`config.mk`:
```
export PLATFORM = sky130hd
export DESIGN_NAME = i2s_ser
export DESIGN_NICKNAME = d
export VERILOG_FILES = /design/src/rtl/i2s_ser.sv
export SDC_FILE = /design/constraint.sdc
export NUM_CORES = 1
export LEC_CHECK = 0
export BUFFER_PORTS_ARGS = -buffer_cell sky130_fd_sc_hd__buf_2
export CAP_MARGIN = 25
export CORE_MARGIN = 10
export CORE_UTILIZATION = 35
export CTS_CLUSTER_SIZE = 24
export DETAILED_ROUTE_END_ITERATION = 16
export PLACE_DENSITY_LB_ADDON = 0.1
export SETUP_SLACK_MARGIN = 0.3
export SLEW_MARGIN = 0
export SYNTH_ARGS = -nofsm -noshare
export SYNTH_HDL_FRONTEND = slang
export SYNTH_SLANG_ARGS = --single-unit
```
`constraint.sdc`:
```
create_clock -name clk -period 6.3 [get_ports clk]
set_clock_uncertainty 0.15 [all_clocks]
set_input_delay 0.315 -clock clk [delete_from_list [all_inputs] [get_ports clk]]
set_output_delay 0.315 -clock clk [all_outputs]
set_load 0.02 [all_outputs]
```
`src/rtl/i2s_ser.sv`:
```
// i2s_ser: parallel-to-I2S master transmitter.
//
// Accepts 64-bit stereo words ([63:32] left, [31:0] right, MSB-aligned) over a
// valid/ready handshake into a single holding register. It generates BCK, LRCK
// and MSB-first serial data from the master clock, with the standard I2S one-bit
// delay. One frame is 64 BCK periods, and each BCK period is 2*BCK_HALF clk cycles.
//
// Ports:
//   clk       master clock (sole clock)
//   resetn    asynchronous active-low reset
//   en        run request; on deassertion the current frame is completed first
//   bitnum    word length, sampled at frame load: 00=16b, 01=24b, 10/11=32b
//   data      stereo word, left in [63:32] and right in [31:0]
//   valid     data valid
//   ready     holding register empty; a word transfers on valid && ready
//   bck       bit clock
//   lrck      word select (0 = left, 1 = right)
//   sdata     serial data, which changes only on BCK falling edges
//   underrun  one-clk pulse when a frame is loaded while no sample is held
//   busy      transmitter not idle
//
// Configuration macro:
//   I2S_SER_UNDERRUN_REPEAT_EN  when defined, an underrun repeats the previously
//                               loaded frame instead of sending digital silence.

module i2s_ser #(
  parameter int unsigned BCK_HALF = 4
) (
  input  logic        clk,
  input  logic        resetn,
  input  logic        en,
  input  logic [1:0]  bitnum,
  input  logic [63:0] data,
  input  logic        valid,
  output logic        ready,
  output logic        bck,
  output logic        lrck,
  output logic        sdata,
  output logic        underrun,
  output logic        busy
);

  localparam int unsigned DivW = $clog2(2 * BCK_HALF);
  localparam logic [DivW-1:0] DivMax  = DivW'(2 * BCK_HALF - 1);
  localparam logic [DivW-1:0] BckHalf = DivW'(BCK_HALF);

  typedef enum logic [1:0] {StIdle, StRun, StStop} state_e;

  state_e          state_q, state_d;
  logic [DivW-1:0] div_q, div_d;
  logic [5:0]      k_q, k_d;
  logic            bck_q, bck_d;
  logic            sdata_q, sdata_d;
  logic            underrun_q, underrun_d;
  logic [63:0]     hold_q, hold_d;
  logic            full_q, full_d;
  logic [63:0]     frame_q, frame_d;

  logic        div_wrap;
  logic        frame_end;
  logic        counting;
  logic        load;
  logic        stop_now;
  logic        accept;
  logic [5:0]  bit_idx;
  logic [31:0] ch_mask;
  logic [63:0] masked_hold;
  logic [63:0] underrun_fill;

  // The divider wrap is the BCK falling edge; frame_end is the falling edge that
  // leaves k=63.
  assign div_wrap  = (div_q == DivMax);
  assign frame_end = div_wrap && (k_q == 6'd63);
  assign accept    = valid && !full_q;

  always_comb begin
    case (bitnum)
      2'b00:   ch_mask = 32'hFFFF_0000;
      2'b01:   ch_mask = 32'hFFFF_FF00;
      default: ch_mask = 32'hFFFF_FFFF;
    endcase
  end

  assign masked_hold = hold_q & {ch_mask, ch_mask};

`ifdef I2S_SER_UNDERRUN_REPEAT_EN
  assign underrun_fill = frame_q;
`else
  assign underrun_fill = '0;
`endif

  // State register
  always_ff @(posedge clk or negedge resetn) begin
    if (!resetn) begin
      state_q <= StIdle;
    end else begin
      state_q <= state_d;
    end
  end

  // Next state
  always_comb begin
    state_d = state_q;
    unique case (state_q)
      StIdle: if (en) state_d = StRun;
      StRun:  if (!en) state_d = StStop;
      StStop: begin
        if (en) begin
          state_d = StRun;
        end else if (frame_end) begin
          state_d = StIdle;
        end
      end
      default: state_d = StIdle;
    endcase
  end

  // FSM control outputs
  always_comb begin
    counting = 1'b0;
    load     = 1'b0;
    stop_now = 1'b0;
    unique case (state_q)
      StIdle: load = en;
      StRun: begin
        counting = 1'b1;
        load     = frame_end;
      end
      StStop: begin
        counting = 1'b1;
        load     = frame_end && en;
        stop_now = frame_end && !en;
      end
      default: ;
    endcase
  end

  // Datapath next state
  always_comb begin
    div_d      = div_q;
    k_d        = k_q;
    bck_d      = bck_q;
    sdata_d    = sdata_q;
    hold_d     = hold_q;
    full_d     = full_q;
    frame_d    = frame_q;
    bit_idx    = '0;
    underrun_d = load && !full_q;

    if (!counting || stop_now) begin
      div_d   = '0;
      k_d     = '0;
      bck_d   = 1'b0;
      sdata_d = 1'b0;
    end else begin
      div_d = div_wrap ? '0 : div_q + 1'b1;
      if (div_wrap) begin
        k_d = k_q + 6'd1;
        // Bit (64-k) mod 64 of the frame still in frame_q: at k=0 this is the
        // outgoing frame's LSB, which is sent before the new frame takes over.
        bit_idx = 6'd0 - k_d;
        sdata_d = frame_q[bit_idx];
      end
      bck_d = (div_d >= BckHalf);
    end

    if (load) begin
      full_d  = 1'b0;
      frame_d = full_q ? masked_hold : underrun_fill;
    end
    // Accept follows load, so a word arriving on the load edge waits one frame.
    if (accept) begin
      hold_d = data;
      full_d = 1'b1;
    end
  end

  always_ff @(posedge clk or negedge resetn) begin
    if (!resetn) begin
      div_q      <= '0;
      k_q        <= '0;
      bck_q      <= 1'b0;
      sdata_q    <= 1'b0;
      underrun_q <= 1'b0;
      hold_q     <= '0;
      full_q     <= 1'b0;
      frame_q    <= '0;
    end else begin
      div_q      <= div_d;
      k_q        <= k_d;
      bck_q      <= bck_d;
      sdata_q    <= sdata_d;
      underrun_q <= underrun_d;
      hold_q     <= hold_d;
      full_q     <= full_d;
      frame_q    <= frame_d;
    end
  end

  assign ready    = !full_q;
  assign bck      = bck_q;
  assign lrck     = k_q[5];
  assign sdata    = sdata_q;
  assign underrun = underrun_q;
  assign busy     = (state_q != StIdle);

endmodule

```
==> impl_metrics.yaml <==
outcome:
  status: "finished, final reports clean"
grt:
  grt_first_pass_wirelength_mm: 24.1
  grtUsageTotal: 0.123
  gr-total-overflow: 0
  antenna_found_initial: 0
  grt_max_degree: 99
  grt_pass1_vias: 4783
logic_synthesis:
  synthArstFlopShare: 1.00
  ys.flop_type: "dfrtp_1"
  avgSynthCellArea_um2: 11.6
  syn_nets: 611
  ys_seq_elements: 142
  synth_edf_count: 0
  seq_area_frac_synth: 0.567
  synthCells: 538
  syn_area_um2: 6260
  ys_warn_count: 0
  synthDistinctLibCells: 43
die:
  die_w_um: 154
  core_um2: 17400
  die_area_um2: 23600
  num_io_pins: 76
  die_h_um: 154
  initial_utilization: 0.360
  rows: 48
power_and_ir_drop:
  swShare: 0.287
  p_per_area_nw_per_um2: 397
  combPwrFrac: 0.217
  p_int_mw: 2.29
  p_total_mw: 3.21
  seqPwrFrac: 0.467
  max-vdd-ir-drop_uv: 207
  switching_power_uw: 919
  p_leak_nw: 3.69
  clkPwrFrac: 0.316
worst_hold_path:
  hold_depth: 5
  hp-class: "in -> reg"
sta:
  slew_headroom: 0.382
  setup-tns-final_ns: 0
  holdWs_ns: 0.177
  tightest_slew_ns: 0.927
  finalSetupViolCount: 0
  slew_violations: 0
  hold_viol: 0
  fmax_ghz: 0.320
  period_share: 0.496
  period_needed_ns: 3.12
  rsz0062_at_grt: "no"
final_layout:
  seq_area_um2: 3550
  drive_gt1_frac: 0.305
  layout.nets: 742
  multi_input_area_um2: 2530
  area_growth_pct: 29.0
  diodes: 0
  layout_commonest_cell: "dfrtp_1"
  nFillCells: 1666
  final_cell_mix: "142 x dfrtp_1, 133 x nand2_1, 74 x buf_2"
  final_design_area_no_fill_um2: 8080
drt:
  antenna_left: 0
  post_drt_wl_per_cell_um: 15.3
  drt-initial-drc-count: 243
  via_per_inst: 4.77
  dr.pass1.iters: 4
  routed_wl_mm: 13.9
  drc: 0
  vias: 4326
cts:
  cts.clk_slew.worst_paths_ns: 0.06
  clkSinkCount: 142
  cts_resized: 0
  post_cts.repair.setup_buffers: 0
  cts_buffers: 17
  cts_tree: "done"
  cts_hold_buf: 66
  clk_latency_ns: 0.43
  clock_path_buffers: 2
  cts_max_level: 4
  root_buffer: "clkbuf_16"
worst_setup_path:
  required_ns: 6.47
  worstReg2RegStart: "k_q[0]"
  path_common_cell: "a211oi_1"
  worstSetupStartpoint: "k_q[0]"
  path_cells: "buf_4, ha_1, nand2b_1, xnor2_1, a211oi_1, nor3_4, a211oi_1, a211oi_2, o41ai_2"
  path_depth: 9
  endpoint_kind: "register"
  crit_end: "sdata"
  slowest_stage: "ha_1"
  cp.arrival_ns: 3.29
  reg2reg_depth: 9
  critPathBufInv: 1
  reg2reg_slack_ns: 3.18
  reg2reg_to: "sdata"
  critPathMaxStageDelay_ns: 0.95
  cp_max_fo: 23
  path_delay_family: "adder cells"
  startpoint_type: "register"
  path_class: "reg -> reg"
job:
  cap_violations: 0
placement:
  io_buffers: 75
  place_congestion: 0.772
  place_area_um2: 6820
  dpl.hpwl_mm: 9.30
## worst min-delay path by stage
stage,to,slack [ns],start
global placement,hold_q[29],0.22,resetn
global route,frame_q[40],0.23,bitnum[0]
floorplan,bck,-0.13,resetn
detailed placement,hold_q[29],0.22,resetn
CTS,frame_q[40],0.16,bitnum[0]
finish,frame_q[42],0.18,bitnum[0]
## synthesized netlist by cell type, types with 2 or more instances
cell / count / share of area
dfrtp_1: 142 / 0.57
nand2_1: 133 / 0.080
mux2_2: 64 / 0.12
nand3_1: 36 / 0.029
o21ai_1: 33 / 0.026
clkbuf_1: 19 / 0.011
mux4_2: 15 / 0.054
buf_2: 13 / 0.010
nor2_1: 10 / 0.0060
a211oi_1: 6 / 0.0072
xor2_1: 6 / 0.0084
and3_1: 5 / 0.0050
mux2i_1: 5 / 0.0080
a21oi_1: 4 / 0.0032
inv_1: 4 / 0.0024
xnor2_1: 4 / 0.0056
a211oi_2: 3 / 0.0060
buf_6: 3 / 0.0054
ha_1: 3 / 0.0060
nand2b_1: 2 / 0.0020
nand4_1: 2 / 0.0020
nor2b_1: 2 / 0.0020
nor3_1: 2 / 0.0016
o21a_1: 2 / 0.0024
or2_2: 2 / 0.0020
## power groups by stage
| stage | Combinational [mW] | Clock, mW | Sequential [mW] |
|---|---|---|---|
| 2_1_floorplan | 0.538 | 0 | 1.42 |
| 3_3_place_gp | 0.661 | 0 | 1.51 |
| 3_5_place_dp | 0.683 | 0 | 1.52 |
| 4_1_cts | 0.717 | 1.04 | 1.51 |
| 5_1_grt | 0.791 | 1.08 | 1.55 |
| 6_report | 0.695 | 1.01 | 1.50 |
## final cells by class
type                            count  share of cell area
Multi-Input combinational cell    356               0.314
Tap cell                          225              0.0349
Clock buffer                       18              0.0531
Inverter                            4             0.00186
Sequential cell                   142               0.440
Clock inverter                     14              0.0211
Timing Repair Buffer              148               0.136
## registers in the layout, indices dropped and copies added, names as in the netlist
name	flops
full_q	1
sdata	1
div_q	2
hold_q	64
underrun	1
k_q	6
bck	1
frame_q	64
state_q	2
## routing by layer
metal,share of wire,track usage,wire [um]
met3,0.029,0.0296,406
met5,0,0,0
met1,0.48,0.167,6730
met4,0.016,0.0472,225
met2,0.47,0.184,6550
## metrics by stage
| step | worst slack, ns | util | std cells |
|---|---|---|---|
| detailed placement | 3.14 | 0.391 | 809 |
| finish | 3.18 | 0.464 | 907 |
| global placement | 3.23 | 0.391 | 808 |
| floorplan | 3.96 | - | 538 |
| global route | 2.95 | 0.464 | 907 |
| CTS | 3.15 | 0.464 | 907 |
## worst register-to-register path, delay by kind of cell (launching register included)
kind | cells | cell delay, ns
buf+inv | 1 | 0.25
fa+ha+maj | 1 | 0.96
xor+xnor | 1 | 0.08
flops | 1 | 0.35
simple gates | 2 | 0.32
compound gates | 4 | 0.91
## kinds of logic after synthesis
family | synth area share
AO/OA/AOI/OAI | 0.0535
XOR/XNOR | 0.0140
adder cells (fa/ha/maj) | 0.00599
buffers and inverters | 0.0302
flip-flops | 0.567
multiplexers | 0.181
AND/OR/NAND/NOR | 0.148
Note: power is estimated with default switching activity, not from simulation.
